[src/rtl/uart_sched_pkg.sv]
// uart_sched_pkg: shared types and helpers for the UART
// transmit scheduler.
package uart_sched_pkg;

  typedef enum logic [1:0] {
    IDLE,
    SEND,
    GAP
  } sched_state_t;

  localparam int NUM_REQ = 2;

  // Bits needed to hold CHAR_CYCLES-2 (at least one bit).
  function automatic int gap_width(input int cycles);
    if (cycles > 2)
      return $clog2(cycles - 1);
    return 1;
  endfunction

endpackage

[src/rtl/uart_tx_fifo.sv]
// uart_tx_fifo: synchronous byte FIFO with show-ahead head
// and occupancy count.
module uart_tx_fifo #(
  parameter int DEPTH = 8
) (
  input  logic                   sys_clk,
  input  logic                   rst_n,
  input  logic                   wr_en,
  input  logic [7:0]             wr_data,
  input  logic                   rd_en,
  output logic [7:0]             rd_data,
  output logic [$clog2(DEPTH):0] level
);

  localparam int AW = $clog2(DEPTH);

  logic [7:0]    mem [DEPTH];
  logic [AW-1:0] wr_ptr;
  logic [AW-1:0] rd_ptr;

  // Storage write; contents need no reset.
  always_ff @(posedge sys_clk) begin
    if (wr_en)
      mem[wr_ptr] <= wr_data;
  end

  // Pointers wrap naturally; level tracks push/pop.
  always_ff @(posedge sys_clk or negedge rst_n) begin
    if (!rst_n) begin
      wr_ptr <= '0;
      rd_ptr <= '0;
      level  <= '0;
    end else begin
      if (wr_en)
        wr_ptr <= wr_ptr + AW'(1);
      if (rd_en)
        rd_ptr <= rd_ptr + AW'(1);
      case ({wr_en, rd_en})
        2'b10:   level <= level + 1'b1;
        2'b01:   level <= level - 1'b1;
        default: level <= level;
      endcase
    end
  end

  assign rd_data = mem[rd_ptr];

endmodule

[src/rtl/uart_tx_scheduler.sv]
// uart_tx_scheduler: round-robin merge of two byte producers
// into one paced UART transmit strobe stream.
module uart_tx_scheduler #(
  parameter int FIFO_DEPTH  = 8,
  parameter int CHAR_CYCLES = 2344
) (
  input  logic                          sys_clk,
  input  logic                          rst_n,
  input  logic [7:0]                    req0_data,
  input  logic                          req0_valid,
  output logic                          req0_ready,
  input  logic [7:0]                    req1_data,
  input  logic                          req1_valid,
  output logic                          req1_ready,
  output logic [7:0]                    tx_data,
  output logic                          tx_en,
  output logic                          busy,
  output logic [$clog2(FIFO_DEPTH):0]   fifo_level
);

  import uart_sched_pkg::*;

  localparam int LW = $clog2(FIFO_DEPTH) + 1;
  localparam int GW = gap_width(CHAR_CYCLES);
  localparam logic [GW-1:0] GAP_LOAD = GW'(CHAR_CYCLES - 2);

  sched_state_t       state;
  logic [GW-1:0]      gap;
  logic               last_grant;
  logic [NUM_REQ-1:0] grant;
  logic               room;
  logic               push;
  logic               pop;
  logic [7:0]         push_data;
  logic [7:0]         head;

  // Registered occupancy only: a same-cycle pop never frees a slot.
  assign room = rst_n && (fifo_level < LW'(FIFO_DEPTH));

  assign grant[0] = room && req0_valid &&
                    (!req1_valid || last_grant);
  assign grant[1] = room && req1_valid &&
                    (!req0_valid || !last_grant);

  assign req0_ready = grant[0];
  assign req1_ready = grant[1];

  assign push      = |grant;
  assign push_data = grant[1] ? req1_data : req0_data;
  assign pop       = (state == IDLE) && (fifo_level != '0);
  assign busy      = (fifo_level != '0) || (state != IDLE);

  uart_tx_fifo #(
    .DEPTH (FIFO_DEPTH)
  ) u_fifo (
    .sys_clk (sys_clk),
    .rst_n   (rst_n),
    .wr_en   (push),
    .wr_data (push_data),
    .rd_en   (pop),
    .rd_data (head),
    .level   (fifo_level)
  );

  // Remember the last winner so ties alternate.
  always_ff @(posedge sys_clk or negedge rst_n) begin
    if (!rst_n)
      last_grant <= 1'b1;
    else if (grant[0])
      last_grant <= 1'b0;
    else if (grant[1])
      last_grant <= 1'b1;
  end

  // Pacing engine: one strobe, then hold off for the gap.
  always_ff @(posedge sys_clk or negedge rst_n) begin
    if (!rst_n) begin
      state   <= IDLE;
      gap     <= '0;
      tx_en   <= 1'b0;
      tx_data <= '0;
    end else begin
      tx_en <= 1'b0;
      unique case (state)
        IDLE: begin
          if (pop) begin
            tx_data <= head;
            tx_en   <= 1'b1;
            state   <= SEND;
          end
        end
        SEND: begin
          gap   <= GAP_LOAD;
          state <= (CHAR_CYCLES > 2) ? GAP : IDLE;
        end
        GAP: begin
          gap <= gap - GW'(1);
          if (gap <= GW'(1))
            state <= IDLE;
        end
        default: state <= IDLE;
      endcase
    end
  end

endmodule

[config.mk]
export PLATFORM = sky130hd
export DESIGN_NAME = uart_tx_scheduler
export DESIGN_NICKNAME = d
export VERILOG_FILES = /design/src/rtl/uart_sched_pkg.sv /design/src/rtl/uart_tx_fifo.sv /design/src/rtl/uart_tx_scheduler.sv
export SDC_FILE = /design/constraint.sdc
export NUM_CORES = 1
export LEC_CHECK = 0
export ABC_AREA = 1
export CAP_MARGIN = 25
export CORE_ASPECT_RATIO = 1.75
export CORE_MARGIN = 10
export CORE_UTILIZATION = 50
export CTS_CLUSTER_DIAMETER = 30
export DETAILED_ROUTE_END_ITERATION = 6
export DONT_BUFFER_PORTS = 1
export GPL_TIMING_DRIVEN = 0
export PLACE_DENSITY = 0.62
export SETUP_SLACK_MARGIN = 0.05
export SLEW_MARGIN = 20
export SYNTH_ARGS = -nofsm -noshare
export SYNTH_HDL_FRONTEND = slang
export SYNTH_SLANG_ARGS = --single-unit
[constraint.sdc]
create_clock -name sys_clk -period 4 [get_ports sys_clk]
set_clock_uncertainty 0.1 [all_clocks]
set_input_delay 0.6 -clock sys_clk [delete_from_list [all_inputs] [get_ports sys_clk]]
set_output_delay 0.6 -clock sys_clk [all_outputs]
set_load 0.1 [all_outputs]
==> summary.txt <==
Timing
  • Final setup fails: 0
  • Minimum clock period: between 3000 and 4000 ps
  • Tightest Pin Transition: between 1000 and 1500 ps
  • Crit path setup slack, layout: 788 ps
  • Slew HR: 28.7%
  • Slew Viols, Final: 0
  • RSZ-0062 raised after global routing: no
  • Fin crit share: approximately four fifths
  • Maximum clock rate: around 310 MHz
  • Hold Fails Final Rpt: 0
  • Post-Route Setup TNS: 0 ps

Global route
  • Initial antenna violation count: 0
  • Vias in the first global route: between 3000 and 4000
  • First-pass GRT wire length: ~15000 µm
  • Global route overflow: 0
  • Pin count of the biggest net entering global routing: 35
  • Gr usage total: about 15%

Hold path
  • Hold Path Depth: 2
  • Min-Delay Path Class: reg2reg

Detailed routing
  • TritonRoute pass-1 iters: 5
  • Via-to-Cell Ratio: 5.33
  • Routed Antenna Nets: 0
  • Via count: approximately 3000
  • Routed wire per std cell: 17.5 µm
  • # DRC: 0
  • Violation count after the first detailed-route iteration: around 150
  • Total Routed Length: around 10000 µm

Final layout
  • Final-stage net count: between 400 and 500
  • Area Growth Syn to Fin: 10.7%
  • N_diodes: 0
  • Final Core Density: between 50% and 60%
  • Layout cells sized above 1: under 10%

Yosys
  • Post-synth cell types: 32
  • Seq cells post-synth: 98
  • Syn nets: 452
  • Sequential element share of the synthesized area: around 64%
  • Area of the mapped netlist: 4340 µm²
  • Syn_area_per_cell: about 10 µm²
  • Synthesis Warnings: 0
  • Syn Inst Count: between 400 and 500

Floorplanning
  • I/O Pins: 36
  • Die H: about 140 µm
  • Initial Utilization: 51.9%
  • Core box area: around 8400 µm²
  • DIE WIDTH: between 90 and 100 µm
  • Die area: between 10000 and 15000 µm²
  • FP Rows: 44

CTS
  • CTS tree: done
  • Worst-Skew Late Latency: 350 ps
  • Cts bufs inserted: 9
  • Root buffer cell: clkbuf_16
  • Post_cts resized: 0
  • CTS Sinks: a little under 100
  • # H-tree levels: 3
  • Reg clk slew, reported paths: about 60 ps
  • CTS Buffer Depth: 2

Status
  • Status: finished, final reports clean

Worst setup path
  • Worst reg2reg path depth: 13
  • CP endpoint kind: flip-flop
  • Crit path launch type: flip-flop
  • Worst endpoint data arrival time: ~3300 ps
  • Crit Path Max Fanout: 12
  • Crit path kind: reg2reg
  • Req. time, crit path: 4120 ps

Placement
  • Pre-CTS setup slack: 811 ps
  • # port buffers: 0
  • Post-DP HPWL: between 6000 and 7000 µm
  • Gpl congestion: approximately 0.77

Power and ir drop
  • P_leak: approximately 1.9 nW
  • Pwr dens: around 520 nW/µm²
  • Worst vdd ir: roughly 0.52 mV

Run
  • Max_cap viols: 0
final timing paths:
kind / slack [ps] / startpoint / to
setup / recovery: 790 / u_fifo.level[1] / u_fifo.level[2]
hold / removal: 400 / state[1] / state[1]
setup reg to reg: 790 / u_fifo.level[1] / u_fifo.level[2]
hold reg to reg: 400 / state[1] / state[1]
max in group asynchronous: 2930 / rst_n / last_grant
min in group asynchronous: 600 / rst_n / tx_data[0]
where the power goes:
| part | internal (W) | leakage (nW) | total, W | switching [W] |
|---|---|---|---|---|
| Clock | 0.000429 | 0.129 | 0.000784 | 0.000355 |
| Sequential | 0.00121 | 0.968 | 0.00142 | 0.000206 |
| Combinational | 0.0000756 | 0.817 | 0.000295 | 0.000219 |
logic make-up (layout without fill, tap and decap cells):
family	count (synthesis)	after routing	share of synthesized area [%]
adder cells (fa/ha/maj)	10	10	2.88
buffers and inverters	40	59	4.21
flip-flops	98	98	63.9
XOR/XNOR	6	6	1.21
AND/OR/NAND/NOR	207	207	20.0
AO/OA/AOI/OAI	61	61	7.81
synth_stat cells (all sizes together):
cell     n  area (µm²)
nor2    86         330
nand2   82         310
edfxtp  64        1920
o21ai   43         215
dfrtp   33         826
inv     27         101
nand3   26         130
buf     12        77.6
ha      10         125
o211ai   9        72.6
a21oi    6        30.0
nand4    6        43.8
xor2     5        43.8
nor3     3        26.3
a21o     1        7.51
a31oi    1        6.26
and2     1        6.26
clkinv   1        3.75
dfstp    1        26.3
nand3b   1        7.51
nor4     1        6.26
o21a     1        7.51
or2      1        6.26
xnor2    1        8.76
what timing repair did:
| action | 4_1_cts | 5_1_grt |
|---|---|---|
| endpoints found under the hold margin | 34 | 0 |
| setup buffers | 0 | 0 |
| hold buffers | 2 | 0 |
layout by cell type, fill, tap and decap left out, drive strengths merged:
cell | netlist | final
nand3 | 26 | 26
xor2 | 5 | 5
ha | 10 | 10
clkbuf | 0 | 11
o211ai | 9 | 9
o21a | 1 | 1
dfstp | 1 | 1
a21o | 1 | 1
inv | 27 | 27
nand2 | 82 | 82
edfxtp | 64 | 64
nand4 | 6 | 6
dfrtp | 33 | 33
buf | 12 | 14
dlygate4sd3 | 0 | 1
xnor2 | 1 | 1
clkinv | 1 | 6
a21oi | 6 | 6
nor3 | 3 | 3
or2 | 1 | 1
nor2 | 86 | 86
and2 | 1 | 1
a31oi | 1 | 1
nand3b | 1 | 1
o21ai | 43 | 43
nor4 | 1 | 1
flip-flops by register name, summed over array words and instances (netlist names):
register	flops
gap	12
last_grant	1
state	2
tx_data	8
tx_en	1
u_fifo.level	4
u_fifo.mem	64
u_fifo.rd_ptr	3
u_fifo.wr_ptr	3
per-stage QoR:
stage                     cell area (µm²)  instances  hold WS (ps)  power, W
after global routing                 4800        556           431   0.00259
after detailed placement             4510        538           206   0.00172
after CTS                            4800        556           406   0.00251
after global placement               4480        537           206   0.00171
after floorplan                      4340        422           204   0.00164
final                                4800        556           405   0.00250
final cells by class:
type	instances	area, µm²
inverters	28	105
fillers	732	3560
multi-input cells	284	1400
repair buffers	3	45.0
flip-flops and latches	98	2770
plain buffers	12	77.6
clock inverters	5	20.0
clock buffers	11	243
well taps	115	144
worst max-delay path, cell delays in order, from the launching register on:
cell and delay, ps:
dfrtp_1 1000, inv_1 190, nand3_1 160, nand2_2 190, inv_2 140, buf_4 250
ha_1 250, nand2_1 90, inv_1 100, nor2_1 70, ha_1 180, a21oi_1 140
xor2_1 160, o21ai_0 80
layer usage:
layer	GRT usage, %	wire length, µm	vias up
met4	7.83	297	0
met3	3.83	339	21
li1	-	-	1457
met2	30.4	5670	42
met1	14.4	3420	1444
met5	0	0	-
No activity file was read; power rests on OpenSTA's default activity.
==> variant (same flow settings) <==
Put a register stage on the output `fifo_level`, with the module's reset. The value now appears one clock later. The other outputs are not delayed to match.
--- a/src/rtl/uart_tx_scheduler.sv
+++ b/src/rtl/uart_tx_scheduler.sv
@@ -24,6 +24,8 @@
   localparam int GW = gap_width(CHAR_CYCLES);
   localparam logic [GW-1:0] GAP_LOAD = GW'(CHAR_CYCLES - 2);
 
+  logic [$clog2(FIFO_DEPTH):0] fifo_level_d;
+
   sched_state_t       state;
   logic [GW-1:0]      gap;
   logic               last_grant;
@@ -35,7 +37,7 @@
   logic [7:0]         head;
 
   // Registered occupancy only: a same-cycle pop never frees a slot.
-  assign room = rst_n && (fifo_level < LW'(FIFO_DEPTH));
+  assign room = rst_n && (fifo_level_d < LW'(FIFO_DEPTH));
 
   assign grant[0] = room && req0_valid &&
                     (!req1_valid || last_grant);
@@ -47,8 +49,8 @@
 
   assign push      = |grant;
   assign push_data = grant[1] ? req1_data : req0_data;
-  assign pop       = (state == IDLE) && (fifo_level != '0);
-  assign busy      = (fifo_level != '0) || (state != IDLE);
+  assign pop       = (state == IDLE) && (fifo_level_d != '0);
+  assign busy      = (fifo_level_d != '0) || (state != IDLE);
 
   uart_tx_fifo #(
     .DEPTH (FIFO_DEPTH)
@@ -59,7 +61,7 @@
     .wr_data (push_data),
     .rd_en   (pop),
     .rd_data (head),
-    .level   (fifo_level)
+    .level   (fifo_level_d)
   );
 
   // Remember the last winner so ties alternate.
@@ -103,5 +105,13 @@
     end
   end
 
+  always_ff @(posedge sys_clk or negedge rst_n) begin
+    if (!rst_n) begin
+      fifo_level <= '0;
+    end else begin
+      fifo_level <= fifo_level_d;
+    end
+  end
+
 endmodule
 
Behaviour: not the same (Yosys sat finds a counterexample within 4 cycles, from zero or initial values and one cycle with rst_n low).
==> variant against the original RTL <==
  * Maximum frequency up 22%
  * Sequential cell count up 4
  * Non-clock buffer count up 1
  * Cell area up 3.0%
  * Routed wire length up 2.4%
  * Critical path depth down 10
  * Setup slack better by 0.58 ns
  * Global-route usage up 0.38 points
  * Area after synthesis up 2.2%
  * Critical path type is now flop to output port
  * Largest cell class unchanged
  * Highest routed layer unchanged
Power is not compared: it rests on default switching activity, and its combinational part moved more than twofold at a synthesized area within 25%.
==> variant: results (changes against the original RTL) <==
first-pass GRT wire length 15.7 mm (+2.6%); floorplan core area 8670 µm² (+3.6%); top cells by count, synth 82 x nor2_1, 78 x nand2_1, 64 x edfxtp_1; layout net count 472 (+1.3%); vias in the first global route 3097 (+0.75%); # Post-CTS Setup Buffers 0 (unchanged); CP delay by family, top buffers and inverters; slowest stage delay, CP 0.81 ns (-0.19 ns); worst skew pair latency 0.34 ns; Ys Warns 0 (unchanged); post-DR wirelength/cell 17.7 µm (+1.2%); drt pass-1 iters 4 (-1); Worst Path Arrival 1.93 ns (-1.41 ns); Post-Syn Nets 457 (+1.1%); antenna fix cells 0 (unchanged); hpwl dp 7.11 mm (+3.9%); Netlist cell types 29 (-9.4%); initial antenna violation count 0 (unchanged); CP max stage cell clkinv_1; Relative slew margins 35.8% (+7.1 points); GPL Wtd Cong 0.860 (+11%); largest registers u_fifo.mem x64, gap x12, tx_data x8; sequential area share after synthesis 64.8% (+0.89 points); clk buf depth 2 (unchanged); top cells by area, synth edfxtp_1 43%, dfrtp_1 21%, nor2_1 6.9%; Peak VDD IR 0.457 mV; total track usage 15.9% (+0.38 points); HP Class flop to flop; Clock transition at path regs 0.07 ns; pin count of the biggest net entering global routing 39 (+11%); number of synthesized flops with an enable pin 64 (unchanged); DR vias 3006 (+1.4%); Crit Path Max Fanout 10 (-2); status complete, no violations; CTS root buf clkbuf_16; share of post-route cells with drive strength above 1 10.1% (+0.79 points); post-synthesis async set-or-reset flop share 37.3% (+2.6 points); final-layout fill cell count 787 (+7.5%); LEAKAGE 0.00199 µW; I/O Buffers 0 (unchanged); Iter 0 DRT Violations 223 (+53%)
[variant: cell families (layout without fill, tap and decap cells)]
logic type	Yosys count	in the layout	synth area share, %
AND/OR/NAND/NOR	206	206	19.4
adder cells (fa/ha/maj)	11	11	3.10
flip-flops	102	102	64.8
XOR/XNOR	7	7	1.38
buffers and inverters	39	59	3.86
AO/OA/AOI/OAI	61	61	7.45
[variant: metrics by stage]
step                util [%]  hold WS, ns  setup WS [ns]  std cells  instance area, µm²
finish                  57.1        0.340           1.37        563                4950
global placement        52.8        0.207          0.941        543                4580
CTS                     57.1        0.342           1.33        563                4950
detailed placement      53.2        0.207           1.29        545                4620
global route            57.1        0.376           1.26        563                4950
floorplan                  -        0.204           1.01        426                4440
[variant: per-layer routing]
metal	vias to the layer above	part of all wire [%]	GRT usage, %
met3	23	3.3	3.68
met2	57	58	31.2
met1	1457	34	13.9
met5	-	0	0
li1	1469	-	-
met4	0	4.7	9.94
[variant: path summary, 6_finish.rpt]
kind / startpoint / end / slack [ns] / cells after the start
min in group asynchronous: rst_n / u_fifo.rd_ptr[1] / 0.62 / 2
worst max-delay path: last_grant / req1_ready / 1.37 / 3
worst min-delay path: u_fifo.level[2] / fifo_level[2] / 0.34 / 0
max in group asynchronous: rst_n / last_grant / 2.90 / 2
worst max register to register: last_grant / u_fifo.mem[3][6] / 1.48 / 5
worst min register to register: u_fifo.level[2] / fifo_level[2] / 0.34 / 0
[variant: where the power goes]
group | internal (µW) | switching, µW
registers | 1360 | 617
clock network | 493 | 374
logic | 428 | 936
total | 2280 | 1930
[variant: cell type report]
class / instances / area share (%)
flip-flops and latches: 102 / 58.1
multi-input cells: 285 / 28.2
clock buffers: 12 / 5.61
well taps: 117 / 2.96
inverters: 27 / 2.05
plain buffers: 12 / 1.42
repair buffers: 4 / 1.21
clock inverters: 4 / 0.531
[variant: what timing repair did]
action	4_1_cts	5_1_grt
resized for setup	0	0
hold endpoints to repair	38	0
hold buffers	2	0
